File: src/rtl/ariane_pkg.sv
// Shared core package slice: decoded instruction record and decoded-queue sizing.
package ariane_pkg;

  localparam int unsigned DECODED_QUEUE_DEPTH    = 4;
  localparam int unsigned DECODED_QUEUE_CF_LIMIT = 1;

  typedef enum logic [3:0] {
    FU_NONE,
    FU_LOAD,
    FU_STORE,
    FU_ALU,
    FU_CTRL_FLOW,
    FU_MULT,
    FU_CSR
  } fu_t;

  typedef struct packed {
    logic [63:0] pc;
    logic [2:0]  trans_id;
    fu_t         fu;
    logic [6:0]  op;
    logic [4:0]  rs1;
    logic [4:0]  rs2;
    logic [4:0]  rd;
    logic [63:0] result;
    logic        valid;
    logic        use_imm;
    logic        use_pc;
    logic        is_compressed;
  } scoreboard_entry_t;

endpackage

File: src/rtl/fifo_ptr_ctrl.sv
// Read/write pointers and occupancy for a power-of-two circular buffer.
// Flush has priority and clears everything the following cycle.
module fifo_ptr_ctrl #(
  parameter int unsigned DEPTH = 4
) (
  input  logic                       clk_i,
  input  logic                       rst_ni,
  input  logic                       flush_i,
  input  logic                       push_i,
  input  logic                       pop_i,
  output logic [$clog2(DEPTH)-1:0]   wr_ptr_o,
  output logic [$clog2(DEPTH)-1:0]   rd_ptr_o,
  output logic [$clog2(DEPTH):0]     count_o,
  output logic                       full_o,
  output logic                       empty_o
);

  localparam int unsigned PTR_W = $clog2(DEPTH);
  localparam int unsigned CNT_W = PTR_W + 1;

  logic [PTR_W-1:0] wr_ptr_q, wr_ptr_d;
  logic [PTR_W-1:0] rd_ptr_q, rd_ptr_d;
  logic [CNT_W-1:0] count_q, count_d;

  // Next pointers/count; pointers wrap naturally at DEPTH.
  always_comb begin
    wr_ptr_d = wr_ptr_q;
    rd_ptr_d = rd_ptr_q;
    count_d  = count_q;
    if (flush_i) begin
      wr_ptr_d = '0;
      rd_ptr_d = '0;
      count_d  = '0;
    end else begin
      if (push_i) wr_ptr_d = wr_ptr_q + PTR_W'(1);
      if (pop_i)  rd_ptr_d = rd_ptr_q + PTR_W'(1);
      case ({push_i, pop_i})
        2'b10:   count_d = count_q + CNT_W'(1);
        2'b01:   count_d = count_q - CNT_W'(1);
        default: count_d = count_q;
      endcase
    end
  end

  // Pointer and count registers.
  always_ff @(posedge clk_i or negedge rst_ni) begin
    if (!rst_ni) begin
      wr_ptr_q <= '0;
      rd_ptr_q <= '0;
      count_q  <= '0;
    end else begin
      wr_ptr_q <= wr_ptr_d;
      rd_ptr_q <= rd_ptr_d;
      count_q  <= count_d;
    end
  end

  assign wr_ptr_o = wr_ptr_q;
  assign rd_ptr_o = rd_ptr_q;
  assign count_o  = count_q;
  assign full_o   = (count_q == CNT_W'(DEPTH));
  assign empty_o  = (count_q == '0);

endmodule

File: src/rtl/decoded_instr_queue.sv
// Decoded instruction queue between decode and issue.
// Throttles decode once CF_LIMIT control-flow entries are resident.
// Optional zero-latency bypass when empty: define DECODED_QUEUE_FALLTHROUGH_EN.
module decoded_instr_queue
  import ariane_pkg::*;
#(
  parameter int unsigned DEPTH    = DECODED_QUEUE_DEPTH,
  parameter int unsigned CF_LIMIT = DECODED_QUEUE_CF_LIMIT
) (
  input  logic                     clk_i,
  input  logic                     rst_ni,
  input  logic                     flush_i,
  input  logic                     decoded_valid_i,
  input  scoreboard_entry_t        decoded_instr_i,
  input  logic                     is_ctrl_flow_i,
  output logic                     decoded_ack_o,
  output logic                     issue_valid_o,
  output scoreboard_entry_t        issue_instr_o,
  output logic                     issue_is_ctrl_flow_o,
  input  logic                     issue_ack_i,
  output logic [$clog2(DEPTH):0]   count_o,
  output logic [$clog2(DEPTH):0]   cf_count_o
);

  localparam int unsigned PTR_W = $clog2(DEPTH);
  localparam int unsigned CNT_W = PTR_W + 1;

  scoreboard_entry_t mem_q    [DEPTH];
  logic [DEPTH-1:0]  cf_mem_q;

  logic [PTR_W-1:0] wr_ptr, rd_ptr;
  logic [CNT_W-1:0] count;
  logic             full, empty;
  logic [CNT_W-1:0] cf_q, cf_d;
  logic             cf_full;
  logic             push, bypass, fifo_push, fifo_pop;
  logic             head_cf;

  fifo_ptr_ctrl #(.DEPTH(DEPTH)) i_ptr (
    .clk_i    (clk_i),
    .rst_ni   (rst_ni),
    .flush_i  (flush_i),
    .push_i   (fifo_push),
    .pop_i    (fifo_pop),
    .wr_ptr_o (wr_ptr),
    .rd_ptr_o (rd_ptr),
    .count_o  (count),
    .full_o   (full),
    .empty_o  (empty)
  );

  assign cf_full = (cf_q == CNT_W'(CF_LIMIT));
  assign head_cf = cf_mem_q[rd_ptr];

  // Acceptance never looks at issue_ack_i; rst_ni gating keeps ack low during reset.
  assign decoded_ack_o = rst_ni && !flush_i && !full && !(is_ctrl_flow_i && cf_full);
  assign push          = decoded_valid_i && decoded_ack_o;

`ifdef DECODED_QUEUE_FALLTHROUGH_EN
  assign bypass = empty && push;
`else
  assign bypass = 1'b0;
`endif

  // Head presentation, either from storage or straight from decode when bypassing.
  always_comb begin
    issue_valid_o        = (!empty && !flush_i) || bypass;
    issue_instr_o        = mem_q[rd_ptr];
    issue_is_ctrl_flow_o = head_cf;
    if (bypass) begin
      issue_instr_o        = decoded_instr_i;
      issue_is_ctrl_flow_o = is_ctrl_flow_i;
    end
  end

  // A bypassed entry that is consumed immediately never touches storage.
  assign fifo_pop  = !empty && !flush_i && issue_ack_i;
  assign fifo_push = push && !(bypass && issue_ack_i);

  // Control-flow occupancy next state.
  always_comb begin
    cf_d = cf_q;
    if (flush_i) begin
      cf_d = '0;
    end else begin
      case ({fifo_push && is_ctrl_flow_i, fifo_pop && head_cf})
        2'b10:   cf_d = cf_q + CNT_W'(1);
        2'b01:   cf_d = cf_q - CNT_W'(1);
        default: cf_d = cf_q;
      endcase
    end
  end

  // Control-flow counter register.
  always_ff @(posedge clk_i or negedge rst_ni) begin
    if (!rst_ni) cf_q <= '0;
    else         cf_q <= cf_d;
  end

  // Storage array; contents are don't-care after reset so no reset here.
  always_ff @(posedge clk_i) begin
    if (fifo_push) begin
      mem_q[wr_ptr]    <= decoded_instr_i;
      cf_mem_q[wr_ptr] <= is_ctrl_flow_i;
    end
  end

  assign count_o    = count;
  assign cf_count_o = cf_q;

  a_count_le_depth : assert property (@(posedge clk_i) disable iff (!rst_ni)
    count <= CNT_W'(DEPTH));
  a_cf_le_count : assert property (@(posedge clk_i) disable iff (!rst_ni)
    cf_q <= count);
  a_cf_le_limit : assert property (@(posedge clk_i) disable iff (!rst_ni)
    cf_q <= CNT_W'(CF_LIMIT));

endmodule

File: config.mk
export PLATFORM = sky130hd
export DESIGN_NAME = decoded_instr_queue
export DESIGN_NICKNAME = d
export VERILOG_FILES = /design/src/rtl/ariane_pkg.sv /design/src/rtl/fifo_ptr_ctrl.sv /design/src/rtl/decoded_instr_queue.sv
export SDC_FILE = /design/constraint.sdc
export NUM_CORES = 1
export LEC_CHECK = 0
export CAP_MARGIN = 0
export CORE_UTILIZATION = 51
export DETAILED_ROUTE_END_ITERATION = 12
export HOLD_SLACK_MARGIN = 0.08
export PLACE_DENSITY = 0.77
export SLEW_MARGIN = 10
export SYNTH_ARGS = -nofsm -noshare
export SYNTH_HDL_FRONTEND = slang
export SYNTH_SLANG_ARGS = --single-unit
export TNS_END_PERCENT = 50
File: constraint.sdc
create_clock -name clk_i -period 11.3 [get_ports clk_i]
set_input_delay 1.695 -clock clk_i [delete_from_list [all_inputs] [get_ports clk_i]]
set_output_delay 1.695 -clock clk_i [all_outputs]
set_load 0.02 [all_outputs]
==> impl_metrics.csv, run 1 <==
group,metric,value,unit
critical_path,critPathLaunchType,"flip-flop",
timing,skew,0.0249,ns
placement,gp_congestion,0.794,
power_and_ir_drop,ir_drop,186,uV
cts,path_clk_slew,0.05,ns
final_layout,register_area,0.0197,mm2
floorplan,initial_core_util,51.7,%
synth,synth_top_flop_cell,"edfxtp_1",
floorplan,die-area,0.0481,mm2
critical_path,worstPathMaxFanout,51,
cts,cts.sinks,658,
timing,finalMaxSlewViolations,0,
run,cap_violations,0,
timing,rsz0062_at_grt,"false",
synth,synth.most_common_cell,"edfxtp_1",
synth,synth_commonest_cells,"edfxtp_1, mux4_2, buf_2",
timing,hold_violations,0,
route,drc,0,
synth,yosys_warnings,0,
cts,cts.htree.levels,3,
grt,antenna_found_initial,3,
timing,max_freq,0.166,GHz
final_layout,num-fill-cells,2989,
synth,synthTopCellsByArea,"edfxtp_1, mux4_2, dfrtp_1",
timing,period_minus_slack,6.02,ns
timing,period_share,53.3,%
cts,cts_buffer_depth,3,
synth,ys_types,38,
floorplan,io_pins,337,
final_layout,fin_util,64.8,%
cts,cts_buffers,67,
outcome,status,"completed",
floorplan,die_w,219,um
grt,grt_pass1_vias,11600,
route,viasPerCell,5.68,
cts,cts_tree,"done",
synth,synth_top_area_share,80.8,%
timing,setup_viol_count_final,0,
placement,hpwl,28.5,mm
route,vias,11200,
synth,synth_seq_area_share,81.9,%
final_layout,nets,1486,
critical_path,crit_type,"reg -> out",
timing,setup_slack,5.28,ns
synth,synth-edff-count,648,
power_and_ir_drop,p_leak,9.44,nW
placement,portBuffers,336,
route,avgRoutedWirePerCell,24.7,um
final_layout,area_growth,25.2,%
timing,tightest_slew,1.09,ns
timing,relSlewSlack,27.5,%
route,drt-total-wl,48.6,mm
final_layout,instances_no_fill,1967,
final_layout,multi_input_area,0.00418,mm2
floorplan,core,0.0466,mm2
synth,synth_area_per_cell,25.9,um2
route,ant_nets,0,
final_layout,layout-drive-gt1-share,19.9,%
placement,place_ws,5.64,ns
synth,synth_largest_area_cell,"edfxtp_1",
timing,setup_tns,0,ns
min_path,hold_path.class,"reg -> reg",
floorplan,core.rowCount,79,
cts,clk_latency,0.58,ns
power_and_ir_drop,powerDensity,207,mW/mm2
grt,grt_max_degree,73,
synth,synthCells,931,
synth,async_flop_share,1.52,%
grt,grt_usage,20.5,%
synth,syn_area,0.0241,mm2
route,drtIter0Drc,863,
critical_path,critPathCaptureType,"output port",
placement,place_inst,1849,
grt,grt_pass1_wl,71.7,mm
floorplan,die_h,219,um
power_and_ir_drop,report.power.total,0.00625,W
route,drtPass1Iterations,5,
synth,synth_nets,1106,
critical_path,required,9.61,ns
cts,cts.repair.resized,0,
cts,root_buffer,"clkbuf_16",
cts,post_cts_buffers,0,
grt,gr-total-overflow,0,
critical_path,critPathArrivalTime,4.32,ns
synth,synth_seq_cells,658,
cts,hold_buffers,0,
[per-layer routing]
metal | up-vias | share of wire (%) | track usage (%)
li1 | 4778 | - | -
met1 | 5892 | 41 | 28.0
met2 | 440 | 50 | 32.5
met3 | 60 | 8.1 | 5.61
met4 | 2 | 1.6 | 5.90
met5 | - | 0.023 | 0
[cells in the final DEF (no fill, tap or decap), drive strengths merged, types with 2 or more instances in the layout]
cell type	n
clkbuf	90
mux4	162
nand4	3
dfrtp	10
nor2b	3
edfxtp	648
nor2	7
clkinv	23
xor2	2
buf	13
diode	3
ha	7
and2	4
nand3	3
inv	8
nor3b	3
nand2	5
nor3	3
a211o	2
bufinv	2
o21ai	2
clkdlybuf4s50	336
nor4	2
nand2b	2
mux2i	5
[path summary, 6_finish.rpt]
path	from	end	slack [ns]	cells after the start
setup / recovery	i_ptr.rd_ptr_o[0]	issue_instr_o[115]	5.28	4
hold / removal	i_ptr.count_o[2]	i_ptr.count_o[2]	0.54	1
setup reg to reg	cf_count_o[1]	mem_q[0][53]	7.49	6
min in group asynchronous	rst_ni	i_ptr.count_o[0]	1.52	1
hold reg to reg	i_ptr.count_o[2]	i_ptr.count_o[2]	0.54	1
max in group asynchronous	rst_ni	i_ptr.rd_ptr_o[0]	9.31	1
[state kept, by name, summed over array words and instances (netlist names)]
| signal | count |
|---|---|
| mem_q | 644 |
| cf_mem_q | 4 |
| cf_count_o | 3 |
| i_ptr.count_o | 3 |
| i_ptr.rd_ptr_o | 2 |
| i_ptr.wr_ptr_o | 2 |
[through the flow]
| stage | instance area, um2 | hold WS [ns] |
|---|---|---|
| 5_1_grt | 30200 | 0.563 |
| 3_3_place_gp | 28100 | 0.522 |
| 4_1_cts | 30100 | 0.537 |
| 3_5_place_dp | 28100 | 0.525 |
| 2_1_floorplan | 24100 | 0.538 |
| 6_report | 30200 | 0.538 |
[critical path, stage by stage (launching register included)]
cell and delay, ns:
dfrtp_4 0.86, buf_4 0.69, buf_4 0.87, mux4_2 0.64, clkdlybuf4s50_1 0.58
[layout make-up]
| class | instances | share of cell area (%) |
|---|---|---|
| diodes | 3 | 0.0249 |
| clock buffers | 90 | 6.06 |
| clock inverters | 25 | 0.577 |
| inverters | 8 | 0.0996 |
| multi-input cells | 227 | 13.9 |
| flip-flops and latches | 658 | 65.4 |
| well taps | 607 | 2.52 |
| repair buffers | 349 | 11.5 |
[logic make-up (layout without fill, tap and decap cells)]
family / count (synthesis) / count (layout) / share of synthesized area (%)
AO/OA/AOI/OAI: 10 / 10 / 0.421
AND/OR/NAND/NOR: 38 / 38 / 0.904
buffers and inverters: 46 / 472 / 0.826
XOR/XNOR: 3 / 3 / 0.140
multiplexers: 168 / 168 / 15.4
flip-flops: 658 / 658 / 81.9
other: 0 / 3 / 0
adder cells (fa/ha/maj): 8 / 8 / 0.447
[power by group]
part	switching [W]	leakage, nW	internal [W]
Clock	0.000856	0.984	0.00118
Sequential	0.0000574	5.98	0.00275
Combinational	0.000678	2.47	0.000731
Total	0.00159	9.44	0.00466
Power figures use the tool's default switching activity.
==> inputs of run 2 (changes only) <==
--- a/config.mk
+++ b/config.mk
@@ -6,10 +6,10 @@
 export NUM_CORES = 1
 export LEC_CHECK = 0
 export CAP_MARGIN = 0
-export CORE_UTILIZATION = 51
+export CORE_UTILIZATION = 49
 export DETAILED_ROUTE_END_ITERATION = 12
 export HOLD_SLACK_MARGIN = 0.08
-export PLACE_DENSITY = 0.77
+export PLACE_DENSITY = 0.78
 export SLEW_MARGIN = 10
 export SYNTH_ARGS = -nofsm -noshare
 export SYNTH_HDL_FRONTEND = slang
==> constraint.sdc (replaced) <==
create_clock -name clk_i -period 4.9 [get_ports clk_i]
set_input_delay 0.735 -clock clk_i [delete_from_list [all_inputs] [get_ports clk_i]]
set_output_delay 0.735 -clock clk_i [all_outputs]
set_load 0.02 [all_outputs]
==> impl_metrics.csv, run 2 (synthesized netlist as in run 1, its figures left out) <==
group,metric,value,unit
grt,antenna_found_initial,6,
final_layout,instances_no_fill,2045,
power_and_ir_drop,clkPwrFrac,34.4,%
placement,hpwl,29.8,mm
critical_path,worstPathMaxFanout,40,
timing,max_freq,0.258,GHz
cts,path_clk_slew,0.06,ns
min_path,hold_path.class,"in -> async",
critical_path,crit_buf_inv,2,
power_and_ir_drop,pwr-share-seq,43.2,%
cts,cts_buffer_depth,3,
route,drc,0,
outcome,status,"completed",
timing,period_minus_slack,3.88,ns
timing,skew,0.0223,ns
floorplan,core.rowCount,80,
route,drtPass1Iterations,5,
timing,tightest_slew,0.881,ns
cts,cts_tree,"done",
grt,grt_pass1_vias,12100,
floorplan,initial_core_util,50.0,%
run,cap_violations,0,
critical_path,cp_slowest_cell,"dfrtp_4",
critical_path,critPathArrivalTime,3.15,ns
cts,post_cts_buffers,0,
cts,cts.sinks,658,
floorplan,die_h,224,um
grt,gr-total-overflow,0,
placement,dpl_cell_area,0.0286,mm2
power_and_ir_drop,powerDensity,488,mW/mm2
grt,grt_max_degree,92,
final_layout,postLayoutCellArea,0.0309,mm2
cts,root_buffer,"clkbuf_16",
final_layout,most-common-layout-cells,"edfxtp_1, clkdlybuf4s50_1, mux4_2",
power_and_ir_drop,report.power.total,0.0151,W
critical_path,crit_type,"reg -> out",
power_and_ir_drop,p_int,0.0113,W
final_layout,top_register,"mem_q",
final_layout,nets,1515,
route,drtIter0Drc,921,
power_and_ir_drop,ir_drop,450,uV
final_layout,layout-drive-gt1-share,22.8,%
timing,period_share,79.2,%
critical_path,path_cells,"buf_4 > mux4_2 > clkdlybuf4s50_1",
placement,portBuffers,336,
critical_path,critPathCaptureType,"output port",
timing,finalMaxSlewViolations,0,
final_layout,multi_input_area,0.00418,mm2
cts,cts.htree.levels,3,
critical_path,required,4.16,ns
critical_path,critPathLaunchType,"flip-flop",
timing,rsz0062_at_grt,"false",
final_layout,register_area,0.0197,mm2
floorplan,die_w,224,um
final_layout,area_growth,28.2,%
floorplan,io_pins,337,
critical_path,cp_slowest_stage_delay,0.99,ns
route,vias,11300,
final_layout,final_common_cell,"edfxtp_1",
cts,cts_buffers,66,
grt,grt_usage,19.7,%
final_layout,largest_registers,"mem_q: 644 flops, cf_mem_q: 4 flops",
power_and_ir_drop,p_comb_share,22.4,%
power_and_ir_drop,p_sw,0.00375,W
timing,setup_tns,0,ns
power_and_ir_drop,sw_frac_of_total,24.9,%
floorplan,core,0.0481,mm2
route,avgRoutedWirePerCell,23.8,um
cts,hold_buffers,0,
critical_path,crit_family,"flip-flops",
route,ant_nets,0,
grt,grt_pass1_wl,72.7,mm
floorplan,die-area,0.0500,mm2
route,viasPerCell,5.53,
placement,gp_congestion,0.831,
route,drt-total-wl,48.6,mm
final_layout,num-fill-cells,3055,
final_layout,largest_register_ffs,644,
timing,hold_violations,0,
power_and_ir_drop,p_leak,9.77,nW
timing,relSlewSlack,41.2,%
placement,place_inst,1928,
cts,clk_latency,0.59,ns
timing,setup_viol_count_final,0,
timing,fin_hold_ws,0.526,ns
cts,cts.repair.resized,0,
-- run 2: path summary, 6_finish.rpt --
| path | from | to | slack, ns | cells past startpoint |
|---|---|---|---|---|
| setup / recovery | i_ptr.rd_ptr_o[0] | issue_instr_o[30] | 1.02 | 3 |
| hold / removal | rst_ni | i_ptr.wr_ptr_o[1] | 0.53 | 1 |
| setup reg to reg | cf_count_o[1] | mem_q[0][76] | 1.77 | 6 |
| hold reg to reg | i_ptr.count_o[2] | i_ptr.count_o[2] | 0.55 | 1 |
| max in group asynchronous | rst_ni | i_ptr.rd_ptr_o[0] | 3.93 | 1 |
| min in group clk_i | i_ptr.count_o[2] | i_ptr.count_o[2] | 0.55 | 1 |
-- run 2: area by class of cell --
class	count	area share (%)
inverters	8	0.0973
multi-input cells	227	13.5
repair buffers	379	12.5
well taps	656	2.66
flip-flops and latches	658	63.9
diodes	2	0.0162
clock inverters	32	1.37
clock buffers	83	5.93
-- run 2: per-layer routing --
metal  track usage (%)  wire length, um  vias up
met2              32.1            24100      429
met3              5.77             3840       86
met1              25.6            19300     5947
met5                 0               80        -
met4              6.69             1250       12
li1                  -                -     4836
-- run 2: power groups by stage --
stage / Clock (W) / Sequential (W) / Combinational [W]
5_1_grt: 0.00547 / 0.00652 / 0.00354
2_1_floorplan: 0 / 0.00653 / 0.00197
3_5_place_dp: 0 / 0.00663 / 0.00339
4_1_cts: 0.00528 / 0.00651 / 0.00342
3_3_place_gp: 0 / 0.00662 / 0.00337
6_report: 0.00519 / 0.00650 / 0.00337
-- run 2: through the flow --
stage,setup WS (ns),util [%]
2_1_floorplan,-1.05,-
3_3_place_gp,0.934,59.4
3_5_place_dp,0.907,59.4
4_1_cts,0.890,64.1
5_1_grt,0.825,64.1
6_report,1.02,64.1
==> inputs of run 3 (changes only) <==
==> constraint.sdc (replaced) <==
create_clock -name clk_i -period 3.4 [get_ports clk_i]
set_input_delay 0.51 -clock clk_i [delete_from_list [all_inputs] [get_ports clk_i]]
set_output_delay 0.51 -clock clk_i [all_outputs]
set_load 0.02 [all_outputs]
==> impl_metrics.csv, run 3 (synthesized netlist as in run 1, its figures left out) <==
group,metric,value,unit
floorplan,initial_core_util,50.0,%
final_layout,largest_registers,"mem_q: 644 flops, cf_mem_q: 4 flops",
placement,portBuffers,336,
cts,root_buffer,"clkbuf_16",
timing,finalMaxSlewViolations,0,
route,drt-total-wl,49.6,mm
grt,gr-total-overflow,0,
final_layout,largest_register_ffs,644,
power_and_ir_drop,ir_drop,515,uV
placement,hpwl,31.3,mm
timing,period_minus_slack,3.27,ns
final_layout,area_growth,29.4,%
min_path,hold_path.class,"in -> async",
grt,antenna_found_initial,6,
outcome,status,"completed",
critical_path,path_cells,"buf_4 > mux4_2 > clkdlybuf4s50_1",
route,viasPerCell,5.48,
timing,period_share,96.1,%
critical_path,cp_slowest_stage_delay,0.60,ns
critical_path,cp_slowest_cell,"dfrtp_4",
cts,cts_buffer_depth,3,
timing,max_freq,0.306,GHz
final_layout,nets,1528,
cts,cts_buffers,66,
placement,place_ws,0.496,ns
cts,cts.sinks,658,
route,avgRoutedWirePerCell,24.1,um
critical_path,critPathLaunchType,"flip-flop",
timing,setup_slack,0.132,ns
grt,grt_usage,20.3,%
cts,cts.repair.resized,0,
floorplan,die_w,224,um
grt,grt_pass1_wl,74.5,mm
floorplan,die_h,224,um
critical_path,r2r_cells,6,
critical_path,worstPathMaxFanout,16,
floorplan,core,0.0481,mm2
cts,cts.htree.levels,3,
floorplan,die-area,0.0500,mm2
final_layout,instances_no_fill,2058,
cts,post_cts_buffers,0,
timing,relSlewSlack,64.0,%
route,vias,11300,
cts,clk_latency,0.59,ns
timing,skew,0.0269,ns
timing,hold_violations,0,
placement,place_inst,1941,
timing,rsz0062_at_grt,"true",
run,cap_violations,0,
route,ant_nets,0,
cts,path_clk_slew,0.06,ns
critical_path,critPathArrivalTime,2.76,ns
cts,cts_tree,"done",
grt,grt_max_degree,77,
final_layout,layout-drive-gt1-share,23.0,%
power_and_ir_drop,powerDensity,694,mW/mm2
critical_path,critPathCaptureType,"output port",
floorplan,core.rowCount,80,
timing,setup_tns,0,ns
timing,tightest_slew,0.539,ns
timing,setup_viol_count_final,0,
critical_path,crit_type,"reg -> out",
power_and_ir_drop,p_leak,9.86,nW
final_layout,top_register,"mem_q",
cts,hold_buffers,0,
route,drtIter0Drc,858,
placement,gp_congestion,0.796,
final_layout,final_common_cell,"edfxtp_1",
grt,grt_pass1_vias,12000,
route,drtPass1Iterations,5,
floorplan,io_pins,337,
final_layout,most-common-layout-cells,"edfxtp_1, clkdlybuf4s50_1, mux4_2",
critical_path,required,2.89,ns
route,drc,0,
## run 3: cell count changes in the layout (fill, tap and decap cells not counted)
cell        before  now
clkinv_2        15   11
buf_4           29   22
clkbuf_1        11    7
buf_12          14   34
clkinv_1         3   14
clkinvlp_4       0    2
clkinv_8         0    1
bufinv_16       10    9
clkbuf_16       71   70
clkinv_4         3    0
clkbuf_8         1    0
## run 3: critical path, delay by kind of cell (launching register included)
family | cells | cell delay, ns
DFF | 1 | 0.60
muxes | 1 | 0.59
buffers and inverters | 2 | 0.96
## run 3: worst paths after layout
path,startpoint,end,slack (ns)
max,i_ptr.rd_ptr_o[0],issue_instr_o[31],0.13
min in group clk_i,i_ptr.count_o[2],i_ptr.count_o[2],0.54
min,rst_ni,i_ptr.count_o[2],0.35
max reg2reg,cf_count_o[0],mem_q[2][20],0.72
max in group asynchronous,rst_ni,i_ptr.rd_ptr_o[1],2.86
min reg2reg,i_ptr.count_o[2],i_ptr.count_o[2],0.54
## run 3: routing by layer
layer	routed length [um]	part of all wire, %	global-route usage, %
met1	20500	41	27.8
met2	24400	49	32.2
met3	3840	7.7	5.48
met4	860	1.7	5.97
met5	52	0.10	0
## run 3: through the flow
stage,utilization (%),power (W),cell area [um2],hold WS (ns)
after floorplan,-,0.0122,24100,0.214
after global placement,60.1,0.0145,29000,0.528
after detailed placement,60.1,0.0145,29000,0.532
after CTS,64.7,0.0219,31200,0.329
after global routing,64.7,0.0224,31200,0.357
final,64.7,0.0216,31200,0.354
## run 3: area by class of cell
class / instances / area [um2]
Sequential cell: 658 / 19700
Fill cell: 3029 / 17000
Timing Repair Buffer: 392 / 4210
Multi-Input combinational cell: 227 / 4180
Clock buffer: 77 / 1780
Tap cell: 656 / 821
Clock inverter: 38 / 418
Inverter: 8 / 30.0
Antenna cell: 2 / 5.00
## run 3: power breakdown
part           internal [W]  switching [W]
clock               0.00442        0.00291
sequential          0.00913       0.000131
combinational       0.00265        0.00238
total                0.0162        0.00543
